===== src/rtl/secded_ram.sv =====
// secded_ram: SECDED (extended Hamming) protected single-port word memory.
// Latency: writes stored on the accept edge; reads return rd_valid_o 3 cycles after the accept cycle.
// Backpressure: cmd_ready_o is high only in IDLE; INIT, reads, write-back (and scrub steps) hold it low.
//
// Optional feature macro: SECDED_SCRUB_EN enables a background scrubber that
// walks the array during idle periods and repairs single-bit errors.
//
// Ports:
//   clk_i, rst_ni            clock, synchronous active-low reset
//   cmd_valid_i/cmd_ready_o  command handshake; cmd_we_i selects write (1) or read (0)
//   cmd_addr_i, cmd_wdata_i  word address and write data
//   inj_mask_i               XOR mask applied to the stored codeword on write (fault injection)
//   rd_valid_o, rd_data_o    one-cycle read result pulse and (corrected) data
//   syndrome_o, sb_err_o,    decode status of the last read; held until the next rd_valid_o
//   sb_fix_o, db_err_o
//   busy_o                   high whenever the controller is not in IDLE
//   cnt_clr_i, sb_cnt_o,     saturating single/double error counters with synchronous clear
//   db_cnt_o
module secded_ram #(
  parameter int K          = 8,
  parameter int DEPTH      = 16,
  parameter int CNT_W      = 8,
  parameter int SCRUB_IDLE = 4,
  // Smallest M with 2^M >= M+K+1, reached by fixed-point iteration from below.
  localparam int M  = $clog2(K + 1 + $clog2(K + 1 + $clog2(K + 1 + $clog2(K + 1)))),
  localparam int N  = K + M + 1,
  localparam int AW = $clog2(DEPTH)
) (
  input  logic             clk_i,
  input  logic             rst_ni,
  input  logic             cmd_valid_i,
  output logic             cmd_ready_o,
  input  logic             cmd_we_i,
  input  logic [AW-1:0]    cmd_addr_i,
  input  logic [K-1:0]     cmd_wdata_i,
  input  logic [N-1:0]     inj_mask_i,
  output logic             rd_valid_o,
  output logic [K-1:0]     rd_data_o,
  output logic [M-1:0]     syndrome_o,
  output logic             sb_err_o,
  output logic             sb_fix_o,
  output logic             db_err_o,
  output logic             busy_o,
  input  logic             cnt_clr_i,
  output logic [CNT_W-1:0] sb_cnt_o,
  output logic [CNT_W-1:0] db_cnt_o
);

  if (K < 4 || DEPTH < 2 || (DEPTH & (DEPTH - 1)) != 0 || CNT_W < 1 || SCRUB_IDLE < 1)
  begin : g_param_check
    $error("secded_ram: illegal parameter set");
  end

  typedef enum logic [2:0] {
    S_INIT,
    S_IDLE,
    S_RD,
    S_CHK,
    S_FIX
`ifdef SECDED_SCRUB_EN
    ,
    S_SCR_RD,
    S_SCR_CHK
`endif
  } state_t;

  // ---------------------------------------------------------------------------
  // Code helpers. Position 0 is overall parity, powers of two are Hamming
  // parity bits, every other position carries data, LSB first.
  // ---------------------------------------------------------------------------
  function automatic logic is_data_pos(input int p);
    return (p != 0) && ((p & (p - 1)) != 0);
  endfunction

  function automatic logic [N-1:0] encode(input logic [K-1:0] d);
    logic [N-1:0] cw;
    logic         par;
    int           di;
    cw = '0;
    di = 0;
    for (int p = 1; p < N; p++) begin
      if (is_data_pos(p)) begin
        cw[p] = d[di];
        di++;
      end
    end
    // Parity slot is still zero while it is folded into its own sum.
    for (int i = 0; i < M; i++) begin
      par = 1'b0;
      for (int p = 1; p < N; p++) begin
        if (((p >> i) & 1) == 1) par ^= cw[p];
      end
      cw[1 << i] = par;
    end
    cw[0] = ^cw[N-1:1];
    return cw;
  endfunction

  function automatic logic [M-1:0] syndrome_of(input logic [N-1:0] cw);
    logic [M-1:0] s;
    s = '0;
    for (int p = 1; p < N; p++) begin
      if (cw[p]) s ^= M'(p);
    end
    return s;
  endfunction

  function automatic logic [K-1:0] data_of(input logic [N-1:0] cw);
    logic [K-1:0] d;
    int           di;
    d  = '0;
    di = 0;
    for (int p = 1; p < N; p++) begin
      if (is_data_pos(p)) begin
        d[di] = cw[p];
        di++;
      end
    end
    return d;
  endfunction

  // ---------------------------------------------------------------------------
  // State
  // ---------------------------------------------------------------------------
  state_t           state;
  logic [AW-1:0]    init_ptr;
  logic [AW-1:0]    addr_q;
  logic [N-1:0]     fix_cw_q;
  logic [N-1:0]     rd_cw;
  logic [N-1:0]     mem [DEPTH];

  logic             rd_valid_q;
  logic [K-1:0]     rd_data_q;
  logic [M-1:0]     syndrome_q;
  logic             sb_err_q;
  logic             sb_fix_q;
  logic             db_err_q;
  logic [CNT_W-1:0] sb_cnt_q;
  logic [CNT_W-1:0] db_cnt_q;

`ifdef SECDED_SCRUB_EN
  localparam int IW = $clog2(SCRUB_IDLE + 1);
  logic [AW-1:0]    scrub_ptr;
  logic [IW-1:0]    idle_cnt;
`endif

  logic             accept;
  logic             chk_active;

  assign accept = cmd_valid_i && (state == S_IDLE);

  always_comb begin
    chk_active = (state == S_CHK);
`ifdef SECDED_SCRUB_EN
    if (state == S_SCR_CHK) chk_active = 1'b1;
`endif
  end

  // ---------------------------------------------------------------------------
  // Decode of the codeword fetched in RD / SCR_RD.
  // ---------------------------------------------------------------------------
  logic [M-1:0] dec_syn;
  logic         dec_pfail;
  logic         dec_sb;
  logic         dec_db;
  logic         dec_fix_data;
  logic [N-1:0] dec_cw;
  logic [K-1:0] dec_data;

  always_comb begin
    dec_syn   = syndrome_of(rd_cw);
    dec_pfail = ^rd_cw;
    // A parity failure whose syndrome points past the codeword cannot be a
    // single flip (three or more errors); it is reported as uncorrectable.
    dec_sb    = dec_pfail && (int'(dec_syn) < N);
    dec_db    = (!dec_pfail && (dec_syn != '0)) || (dec_pfail && (int'(dec_syn) >= N));
    dec_fix_data = dec_sb && is_data_pos(int'(dec_syn));
    dec_cw    = rd_cw;
    for (int p = 0; p < N; p++) begin
      if (dec_sb && (int'(dec_syn) == p)) dec_cw[p] = ~rd_cw[p];
    end
    // On DB dec_cw is the raw word, so this yields the uncorrected data bits.
    dec_data  = data_of(dec_cw);
  end

  // ---------------------------------------------------------------------------
  // Single memory port: at most one write or one read per cycle.
  // ---------------------------------------------------------------------------
  logic          mem_we;
  logic [AW-1:0] mem_wa;
  logic [N-1:0]  mem_wd;
  logic          mem_re;

  always_comb begin
    mem_we = 1'b0;
    mem_wa = addr_q;
    mem_wd = fix_cw_q;
    mem_re = 1'b0;
    case (state)
      S_INIT: begin
        mem_we = 1'b1;
        mem_wa = init_ptr;
        mem_wd = '0;
      end
      S_IDLE: begin
        mem_we = accept && cmd_we_i;
        mem_wa = cmd_addr_i;
        mem_wd = encode(cmd_wdata_i) ^ inj_mask_i;
      end
      S_RD:     mem_re = 1'b1;
      S_FIX:    mem_we = 1'b1;
`ifdef SECDED_SCRUB_EN
      S_SCR_RD: mem_re = 1'b1;
`endif
      default: ;
    endcase
    // A reset edge aborts any pending write, including a FIX write-back.
    if (!rst_ni) mem_we = 1'b0;
  end

  always_ff @(posedge clk_i) begin
    if (mem_we) mem[mem_wa] <= mem_wd;
    if (mem_re) rd_cw <= mem[addr_q];
  end

  // ---------------------------------------------------------------------------
  // Controller, status outputs and counters.
  // ---------------------------------------------------------------------------
  always_ff @(posedge clk_i) begin
    if (!rst_ni) begin
      state      <= S_INIT;
      init_ptr   <= '0;
      addr_q     <= '0;
      fix_cw_q   <= '0;
      rd_valid_q <= 1'b0;
      rd_data_q  <= '0;
      syndrome_q <= '0;
      sb_err_q   <= 1'b0;
      sb_fix_q   <= 1'b0;
      db_err_q   <= 1'b0;
      sb_cnt_q   <= '0;
      db_cnt_q   <= '0;
`ifdef SECDED_SCRUB_EN
      scrub_ptr  <= '0;
      idle_cnt   <= '0;
`endif
    end else begin
      rd_valid_q <= 1'b0;

      if (cnt_clr_i) begin
        sb_cnt_q <= '0;
        db_cnt_q <= '0;
      end else if (chk_active) begin
        if (dec_sb && (sb_cnt_q != {CNT_W{1'b1}})) sb_cnt_q <= sb_cnt_q + CNT_W'(1);
        if (dec_db && (db_cnt_q != {CNT_W{1'b1}})) db_cnt_q <= db_cnt_q + CNT_W'(1);
      end

      case (state)
        S_INIT: begin
          init_ptr <= init_ptr + AW'(1);
          if (init_ptr == AW'(DEPTH - 1)) state <= S_IDLE;
        end
        S_IDLE: begin
`ifdef SECDED_SCRUB_EN
          if (accept) begin
            idle_cnt <= '0;
            if (!cmd_we_i) begin
              addr_q <= cmd_addr_i;
              state  <= S_RD;
            end
          end else if (idle_cnt == IW'(SCRUB_IDLE - 1)) begin
            idle_cnt <= '0;
            addr_q   <= scrub_ptr;
            state    <= S_SCR_RD;
          end else begin
            idle_cnt <= idle_cnt + IW'(1);
          end
`else
          if (accept && !cmd_we_i) begin
            addr_q <= cmd_addr_i;
            state  <= S_RD;
          end
`endif
        end
        S_RD: state <= S_CHK;
        S_CHK: begin
          rd_valid_q <= 1'b1;
          rd_data_q  <= dec_data;
          syndrome_q <= dec_syn;
          sb_err_q   <= dec_sb;
          sb_fix_q   <= dec_fix_data;
          db_err_q   <= dec_db;
          fix_cw_q   <= dec_cw;
          state      <= dec_sb ? S_FIX : S_IDLE;
        end
        S_FIX: state <= S_IDLE;
`ifdef SECDED_SCRUB_EN
        S_SCR_RD: state <= S_SCR_CHK;
        S_SCR_CHK: begin
          fix_cw_q  <= dec_cw;
          scrub_ptr <= scrub_ptr + AW'(1);
          state     <= dec_sb ? S_FIX : S_IDLE;
        end
`endif
        default: state <= S_INIT;
      endcase
    end
  end

  assign cmd_ready_o = (state == S_IDLE);
  assign busy_o      = (state != S_IDLE);
  assign rd_valid_o  = rd_valid_q;
  assign rd_data_o   = rd_data_q;
  assign syndrome_o  = syndrome_q;
  assign sb_err_o    = sb_err_q;
  assign sb_fix_o    = sb_fix_q;
  assign db_err_o    = db_err_q;
  assign sb_cnt_o    = sb_cnt_q;
  assign db_cnt_o    = db_cnt_q;

endmodule

===== config.mk =====
export PLATFORM = sky130hd
export DESIGN_NAME = secded_ram
export DESIGN_NICKNAME = d
export VERILOG_FILES = /design/src/rtl/secded_ram.sv
export SDC_FILE = /design/constraint.sdc
export NUM_CORES = 1
export LEC_CHECK = 0
export CORE_ASPECT_RATIO = 0.6
export CORE_MARGIN = 3
export CORE_UTILIZATION = 40
export DETAILED_ROUTE_END_ITERATION = 7
export DONT_BUFFER_PORTS = 1
export GPL_ROUTABILITY_DRIVEN = 0
export MAX_ROUTING_LAYER = met4
export PLACE_DENSITY_LB_ADDON = 0.15
export REMOVE_ABC_BUFFERS = 1
export SYNTH_ARGS = -nofsm -noshare
export SYNTH_HDL_FRONTEND = slang
export SYNTH_SLANG_ARGS = --single-unit

===== constraint.sdc =====
create_clock -name clk_i -period 3 [get_ports clk_i]
set_clock_uncertainty 0.15 [all_clocks]
set_input_delay 0.3 -clock clk_i [delete_from_list [all_inputs] [get_ports clk_i]]
set_output_delay 0.3 -clock clk_i [all_outputs]
set_load 0.05 [all_outputs]

==> results.toml <==
[outcome]
status = "complete, no violations"

[sta]
clock.fmax_mhz = 350.4
setup_viol = 0
worstMarginPinSlew_ps = 761.4
hold_slack_ps = 70.91
grt_setup_unrepaired = "false"
timing_max_transition_violations_final = 0
fin_crit_period_ps = 2853
finalCritPeriodShare_pct = 95.12
final-hold-violation-count = 0
timing.slew.headroom_pct = 49.17

[critical_path]
worstSetupStartpointType = "register"
setup.worst_path.end_class = "register"
worst_path_arrival_time_ps = 3150
crit_fanout = 16
path_class = "register to register"
worst-endpoint-required_ps = 3300

[power]
leakage_power_summed_over_all_cells_nw = 4.367
vdd_ir_max_uv = 338.6
power-per-cell-area_nw_per_um2 = 586.9

[route]
drtPass1Iterations = 5
final_antenna_net_count = 0
routed_wirelength_normalized_by_instance_count_um = 24.49
vias = 6493
via_density_per_instance = 5.646
routed_wl_um = 28170
route.detailed.drc = 0
dr.first_iter.drc_count = 573

[yosys]
seq_area_frac_synth_pct = 66.84
synth_cells = 707
post_synth_fa_ha_maj_area_fraction_pct = 0.3302
compound_cell_area_share_of_the_yosys_netlist_pct = 5.471
synth_simple_gate_area_share_pct = 5.878
syn_avg_cell_area_sq_um = 16.08
yosys_warnings = 0
main_combinational_cell_family_by_area_after_synthesis = "multiplexers"
dominantRegCellSynth = "sky130_fd_sc_hd__edfxtp_1"
postSynthRegisterBits = 269
yosysUniqueCellTypes = 52
yosys.area.top_type_share_pct = 58.38
post-synth-top-area-cell = "sky130_fd_sc_hd__edfxtp_1"
synth.top_cells.by_count = "221 x sky130_fd_sc_hd__edfxtp_1, 65 x sky130_fd_sc_hd__mux4_2, 48 x sky130_fd_sc_hd__dfxtp_1"
synth_top_cells_by_area = "sky130_fd_sc_hd__edfxtp_1 58%, sky130_fd_sc_hd__mux4_2 13%, sky130_fd_sc_hd__dfxtp_1 8.5%"
synth_async_sr_flop_share_pct = 0
synth-xor-area-share_pct = 5.933
synth_edf_count = 221
share_of_cell_area_taken_by_muxes_after_synthesis_pct = 13.68
synth_most_common_cell = "sky130_fd_sc_hd__edfxtp_1"
post_synth_instance_area_sq_um = 11370

[flow_run]
maxcap_violations = 0

[grt]
number_of_global_route_vias_before_repair = 6347
grt_antenna_before_repair = 0
globalRouteOverflowTotal = 0
track_usage_pct = 19.06
grt_pass1_wl_um = 41200
grt_start_max_net_pins = 34

[cts]
worstSkewPairLatency_ps = 540
clock_sink_count = 269
cts.clk_slew.worst_paths_ps = 60
tritoncts = "yes"
cts.htree.levels = 1
numCtsBuffers = 26
cts.root.buffer_cell = "sky130_fd_sc_hd__clkbuf_16"
cts_buffer_depth = 3

[final_layout]
final.fill_count = 2371
synthToLayoutAreaGrowth_pct = 15.63
utilization_pct = 47.35
antennaDiodeCount = 0
layout-drive-gt1-share_pct = 23.24
finalNetCount = 796
finalInstanceArea_sq_um = 13140

[floorplanning]
die_x_um = 223.6
top_level_port_count = 64
dieArea_sq_um = 30540
floorplan.rows = 47
start_util_pct = 40.95
chipHeight_um = 136.6
fp.coreArea_sq_um = 27760

[placed_design]
portBuffers = 0
dp_hpwl_um = 19040
placed_cell_area_sq_um = 12130

[hold_path]
holdCritPathClass = "primary input to register"
## layout make-up
| type | instances | area, sq um | area share [%] |
|---|---|---|---|
| Timing Repair Buffer | 70 | 583.1 | 4.436 |
| Sequential cell | 269 | 7602 | 57.84 |
| Clock inverter | 10 | 130.1 | 0.9900 |
| Clock buffer | 38 | 787.0 | 5.988 |
| Inverter | 4 | 15.01 | 0.1142 |
| Multi-Input combinational cell | 392 | 3567 | 27.14 |
| Tap cell | 367 | 459.2 | 3.494 |
## path summary, 6_finish.rpt
path	startpoint	end	slack [ps]	depth (start not counted)
min reg2reg	init_ptr[1]	init_ptr[1]	400	2
min	cmd_valid_i	state[0]	70	3
max	rd_cw[7]	sb_cnt_o[1]	150	9
max reg2reg	rd_cw[7]	sb_cnt_o[1]	150	9
## what timing repair did
action                     in CTS  in global routing
hold endpoints to repair       26                  0
buffers inserted                0                  1
hold buffers                    8                  0
gates resized for setup         0                  1
setup endpoints to repair       0                 11
## worst max-delay path: stages (launching register included)
cell and delay (ps):
sky130_fd_sc_hd__edfxtp_1 470, sky130_fd_sc_hd__xnor2_1 450, sky130_fd_sc_hd__xor2_1 220, sky130_fd_sc_hd__buf_4 200, sky130_fd_sc_hd__nand3_1 80, sky130_fd_sc_hd__a21oi_1 90, sky130_fd_sc_hd__or3_1 390, sky130_fd_sc_hd__buf_4 200
sky130_fd_sc_hd__or3b_1 370, sky130_fd_sc_hd__a21oi_1 160
## through the flow
step	std cells	total power, mW	setup WS (ps)	setup TNS (ps)
finish	1150	7.715	146.5	0
global route	1150	7.975	2.772	0
CTS	1149	7.803	49.35	0
detailed placement	1093	4.334	57.27	0
global placement	1093	4.328	164.1	0
floorplan	665	4.249	-1030	-160210
## kinds of logic (layout without fill, tap and decap cells)
logic type | after synthesis | in the layout
flops | 269 | 269
simple gates | 141 | 141
compound gates | 107 | 107
mux | 74 | 74
xor+xnor | 67 | 67
buf+inv | 46 | 122
fa+ha+maj | 3 | 3
## power breakdown
part,switching (mW),internal (mW)
combinational,0.126,0.0944
clock,1.38,2.07
sequential,0.0108,4.03
## cells in the final DEF, fill, tap and decap left out, types with 5 or more instances in the layout
cell type,instances
sky130_fd_sc_hd__nor3_1,5
sky130_fd_sc_hd__or3_1,12
sky130_fd_sc_hd__o21ai_0,39
sky130_fd_sc_hd__o211ai_1,10
sky130_fd_sc_hd__buf_4,59
sky130_fd_sc_hd__mux2i_1,8
sky130_fd_sc_hd__edfxtp_1,221
sky130_fd_sc_hd__nand4_1,5
sky130_fd_sc_hd__xor2_1,24
sky130_fd_sc_hd__nand3_1,16
sky130_fd_sc_hd__clkbuf_8,7
sky130_fd_sc_hd__clkbuf_16,27
sky130_fd_sc_hd__a21oi_1,38
sky130_fd_sc_hd__xnor2_1,35
sky130_fd_sc_hd__mux4_2,65
sky130_fd_sc_hd__and3_1,7
sky130_fd_sc_hd__dfxtp_1,46
sky130_fd_sc_hd__nor2b_1,5
sky130_fd_sc_hd__dlygate4sd3_1,8
sky130_fd_sc_hd__nor2_1,41
sky130_fd_sc_hd__nand2_1,37
## layer usage
layer | track usage (%) | part of all wire (%) | wire length [um] | up-vias
li1 | - | - | - | 2868
met1 | 27.62 | 46 | 13000 | 3399
met2 | 29.24 | 47 | 13140 | 195
met3 | 3.087 | 5.8 | 1620 | 31
met4 | 3.123 | 1.5 | 410 | 0
met5 | - | 0 | 0 | -
## registers in the layout, indices dropped and copies added (netlist names)
register    flops
syndrome_o      4
init_ptr        4
fix_cw_q       13
db_cnt_o        8
sb_fix_o        1
rd_cw          13
mem           208
addr_q          4
rd_valid_o      1
state           3
db_err_o        1
sb_cnt_o        8
sb_err_o        1
Note: power is estimated with default switching activity, not from simulation.
